--- src/rtl/rst_seq.sv ---
// Reset release sequencer: holds every stage in reset, then releases stage 0..N-1 in order,
// gated by each stage's synchronized ready ack plus a fixed gap, with an ack timeout trap.
module rst_seq #(
  parameter int NUM_STAGES  = 3,
  parameter int HOLD_CYC    = 8,
  parameter int STAGE_GAP   = 4,
  parameter int ACK_TIMEOUT = 32,
  parameter int CNT_W       = 8
) (
  input  logic                  Clk,
  input  logic                  Rst,
  input  logic                  Sw_rst_req,
  input  logic [NUM_STAGES-1:0] Stage_ack,
  output logic [NUM_STAGES-1:0] Rst_out,
  output logic [2:0]            Cur_stage,
  output logic                  Seq_done,
  output logic                  Seq_err
);

  typedef enum logic [2:0] {HOLD, WAIT_ACK, GAP, DONE, ERR} state_t;

  localparam logic [CNT_W-1:0] HOLD_LAST = CNT_W'(HOLD_CYC - 1);
  localparam logic [CNT_W-1:0] GAP_LAST  = CNT_W'(STAGE_GAP - 1);
  localparam logic [CNT_W-1:0] TO_LAST   = CNT_W'((ACK_TIMEOUT > 0) ? ACK_TIMEOUT - 1 : 0);
  localparam logic [2:0]       LAST_STG  = 3'(NUM_STAGES - 1);

  state_t                  state;
  logic [CNT_W-1:0]        cnt;
  logic [NUM_STAGES-1:0]   ack_meta;
  logic [NUM_STAGES-1:0]   sack;
  logic [7:0]              sack_ext;
  logic                    timeout;

  // Two-flop synchronizer per ack bit; the FSM only ever looks at sack.
  always_ff @(posedge Clk or posedge Rst) begin
    if (Rst) begin
      ack_meta <= '0;
      sack     <= '0;
    end else begin
      ack_meta <= Stage_ack;
      sack     <= ack_meta;
    end
  end

  // Zero-padded copy so a 3-bit stage index never selects out of range.
  always_comb begin
    sack_ext = '0;
    sack_ext[NUM_STAGES-1:0] = sack;
  end

  assign timeout = (ACK_TIMEOUT != 0) && (cnt == TO_LAST);

  // Releases are a left shift of Rst_out, which keeps released stages a contiguous low run.
  always_ff @(posedge Clk or posedge Rst) begin
    if (Rst) begin
      state     <= HOLD;
      cnt       <= '0;
      Rst_out   <= '1;
      Cur_stage <= '0;
      Seq_done  <= 1'b0;
      Seq_err   <= 1'b0;
    end else if (Sw_rst_req) begin
      state     <= HOLD;
      cnt       <= '0;
      Rst_out   <= '1;
      Cur_stage <= '0;
      Seq_done  <= 1'b0;
      Seq_err   <= 1'b0;
    end else begin
      case (state)
        HOLD: begin
          if (cnt == HOLD_LAST) begin
            state   <= WAIT_ACK;
            cnt     <= '0;
            Rst_out <= Rst_out << 1;
          end else begin
            cnt <= cnt + 1'b1;
          end
        end
        WAIT_ACK: begin
          if (sack_ext[Cur_stage]) begin
            state <= GAP;
            cnt   <= '0;
          end else if (timeout) begin
            state   <= ERR;
            Rst_out <= '1;
            Seq_err <= 1'b1;
          end else begin
            cnt <= cnt + 1'b1;
          end
        end
        GAP: begin
          if (cnt == GAP_LAST) begin
            if (Cur_stage == LAST_STG) begin
              state    <= DONE;
              Seq_done <= 1'b1;
            end else begin
              state     <= WAIT_ACK;
              cnt       <= '0;
              Cur_stage <= Cur_stage + 3'd1;
              Rst_out   <= Rst_out << 1;
            end
          end else begin
            cnt <= cnt + 1'b1;
          end
        end
        DONE:    state <= DONE;
        ERR:     state <= ERR;
        default: state <= HOLD;
      endcase
    end
  end

endmodule
--- config.mk ---
export PLATFORM = sky130hd
export DESIGN_NAME = rst_seq
export DESIGN_NICKNAME = d
export VERILOG_FILES = /design/src/rtl/rst_seq.sv
export SDC_FILE = /design/constraint.sdc
export NUM_CORES = 1
export LEC_CHECK = 0
export ABC_CLOCK_PERIOD_IN_PS = 2000
export BUFFER_PORTS_ARGS = -buffer_cell sky130_fd_sc_hd__clkbuf_2
export CORE_MARGIN = 4
export CORE_UTILIZATION = 43
export DETAILED_ROUTE_END_ITERATION = 6
export SKIP_LAST_GASP = 1
export SLEW_MARGIN = 30
export SYNTH_ARGS = -nofsm -noshare
export SYNTH_HDL_FRONTEND = slang
export SYNTH_SLANG_ARGS = --single-unit
--- constraint.sdc ---
create_clock -name Clk -period 2 [get_ports Clk]
set_input_delay 0.2 -clock Clk [delete_from_list [all_inputs] [get_ports Clk]]
set_output_delay 0.2 -clock Clk [all_outputs]
set_load 0.05 [all_outputs]
==> impl_metrics.ini <==
[grt]
grt_pass1_wl_um = 4402
grt-ovfl-total = 0
grt_usage_pct = 13.37
grt_max_degree = 18
antenna_found_initial = 0
grt_pass1_vias = 997

[floorplan]
die_w_um = 64.22
start_util_pct = 44.88
die_h_um = 64.22
placementRows = 20
core-area_mm2 = 0.003028
ios = 14
dieArea_mm2 = 0.004124

[final_layout]
final_common_cell = dfrtp_1
layout_common_cells = dfrtp_1, nor2_1, buf_4
diodes = 0
fillers = 271
area_growth_syn_to_layout_pct = 23.94
nNetsFinal = 173
fin_util_pct = 55.62
drive_gt1_share_pct = 38.27

[synthesis]
seq_area_frac_synth_pct = 46.32
synth_cells = 128
synth_edf_count = 0
avgSynthCellArea_um2 = 10.62
synth_flop_cell = dfrtp_1
yosys_warnings = 0
syn_nets = 138
synthArstFlopShare_pct = 100.0
netlist_area_mm2 = 0.001359
synth_cell_types = 43
yosys_register_bits = 25

[cts]
htree_num_levels = 1
clock-root-buffer = clkbuf_4
cts_buffers = 3
cts_tree = built
cts.clk_slew.worst_paths_ns = 0.13
cts_buffer_depth = 2
cts_sinks = 25
clock_latency_ns = 0.31

[route]
remaining_drc_errors = 0
drt-total-wl_um = 2553
antenna_left = 0
route.vias.total = 1014
drt_pass1_iterations = 4
via_per_inst = 4.922
avgRoutedWirePerCell_um = 12.39
drt_iter0_drc = 54

[worst_setup_path]
worstSetupEndpointType = flop
crit_buf_inv = 1
worstPathCellList = ha_2 > and3_4 > nand3_2 > o21bai_4 > a221oi_4 > buf_12 > nor2b_4 > a22o_1
start_kind = flop
r2r.worst_path.cells = 8
arrival_ns = 2.19
cp_top_family = compound AO/OA/AOI/OAI gates
crit_type = reg -> reg
r2r-end = cnt[3]
slowest_delay_ns = 0.43
r2r-start = cnt[0]
path_max_fanout = 9
ff2ff_setup_slack_ns = 0.02
cpMaxStageDelayCell = dfrtp_1
cp.required_ns = 2.21

[sta]
tns_ns = 0
relSlewSlack_pct = 57.77
worst-slew-pin-transition_ns = 0.6328
setup_viol = 0
fin_worst_skew_ns = 0.006210
layout_min_cycle_time_ns = 1.982
rsz0062_at_grt = true
max_freq_mhz = 504.5
slew_violations = 0
hold_violations = 0
fin_crit_sh_pct = 99.12

[worst_hold_path]
whs_path_depth = 2
hold_start = Sw_rst_req
min_to = Cur_stage[1]
worstHoldPathType = in -> reg

[place]
dp_hpwl_um = 1864
portBuffers = 13
place_congestion = 0.8461

[pwr]
powerDensity_mw_per_mm2 = 523.7
p_leak_nw = 0.8244
ir_drop_uv = 369.2

[run_status]
status = finished clean

[job]
maxCapViolations = 0
-- sequential cells by signal, summed over array words and instances, names as in the netlist --
register,count
Cur_stage,3
Rst_out,3
Seq_done,1
Seq_err,1
ack_meta,3
cnt,8
sack,3
state,3
-- per-layer routing --
layer  track usage, %  up-vias  share of wire [%]
li1                 -      514                  -
met1            18.26      472                 47
met2            22.06       24                 48
met3            1.757        4                3.6
met4            3.958        0                1.1
met5                0        -                  0
-- area by class of cell --
type	instances	area [µm²]	share of cell area, %
Multi-Input combinational cell	93	705.7	41.90
Clock inverter	1	5.005	0.2972
Inverter	7	26.28	1.560
Clock buffer	3	22.52	1.337
Tap cell	44	55.05	3.269
Timing Repair Buffer	33	237.7	14.12
Sequential cell	25	631.9	37.52
-- where the power goes --
group          internal, mW  switching (mW)  leakage, nW
Combinational        0.0484          0.0735        0.487
Clock                0.0747           0.144       0.0177
Sequential            0.529          0.0120        0.319
Total                 0.652           0.230        0.824
-- synth_stat cells (2+ instances only) --
library cell / n / area (µm²)
a21o_1: 3 / 22.52
dfrtp_1: 22 / 550.5
nand3_1: 7 / 35.03
dfstp_2: 3 / 78.83
mux2_2: 2 / 22.52
a22o_1: 6 / 52.55
a211oi_1: 2 / 15.01
inv_1: 7 / 26.28
xor2_1: 2 / 17.52
nor2_1: 18 / 67.56
ha_1: 4 / 50.05
nand2_1: 8 / 30.03
a21oi_1: 4 / 20.02
and2b_2: 2 / 17.52
a21o_2: 4 / 35.03
nand2b_1: 4 / 25.02
o21ai_0: 4 / 20.02
-- cells by family after synthesis --
group	share of synthesized area, %
AND/OR/NAND/NOR	20.07
AO/OA/AOI/OAI	21.09
flip-flops	46.32
buffers and inverters	3.407
multiplexers	3.499
adder cells (fa/ha/maj)	3.683
XOR/XNOR	1.934
-- worst max path at each step --
| stage | endpoint | slack (ns) | cells after the start | startpoint |
|---|---|---|---|---|
| after floorplan | cnt[3] | 0.002 | 6 | Cur_stage[1] |
| after global placement | Rst_out[1] | 0.03 | 8 | cnt[0] |
| after detailed placement | Rst_out[1] | -0.00003 | 8 | cnt[0] |
| after CTS | cnt[3] | 0.009 | 8 | cnt[0] |
| after global routing | cnt[5] | -0.07 | 8 | cnt[0] |
| final | cnt[3] | 0.02 | 8 | cnt[0] |
-- worst reg2reg max path: stages, from the launching register on --
cell	delay (ns)
dfrtp_1	0.43
ha_2	0.22
and3_4	0.20
nand3_2	0.10
o21bai_4	0.21
a221oi_4	0.30
buf_12	0.17
nor2b_4	0.06
a22o_1	0.20
-- per-stage QoR --
| step | setup WS [ns] | area (µm²) | total power [mW] | instances | hold WS [ns] |
|---|---|---|---|---|---|
| 2_1_floorplan | 0.002293 | 1361 | 0.6329 | 128 | 0.2250 |
| 3_3_place_gp | 0.03437 | 1579 | 0.6617 | 196 | 0.2732 |
| 3_5_place_dp | -0.00003197 | 1579 | 0.6642 | 196 | 0.2983 |
| 4_1_cts | 0.009225 | 1652 | 0.9027 | 204 | 0.2688 |
| 5_1_grt | -0.06999 | 1684 | 0.9352 | 206 | 0.2926 |
| 6_report | 0.01765 | 1684 | 0.8819 | 206 | 0.2931 |
-- timing repair --
action                                 CTS  global route
resized for setup                        2             3
setup endpoints to repair                7            10
endpoints found under the hold margin   16             0
hold buffers                             4             0
pin swaps                                1             2
gates cloned                             0             0
setup buffers                            0             2
(Power assumes the default switching activity.)
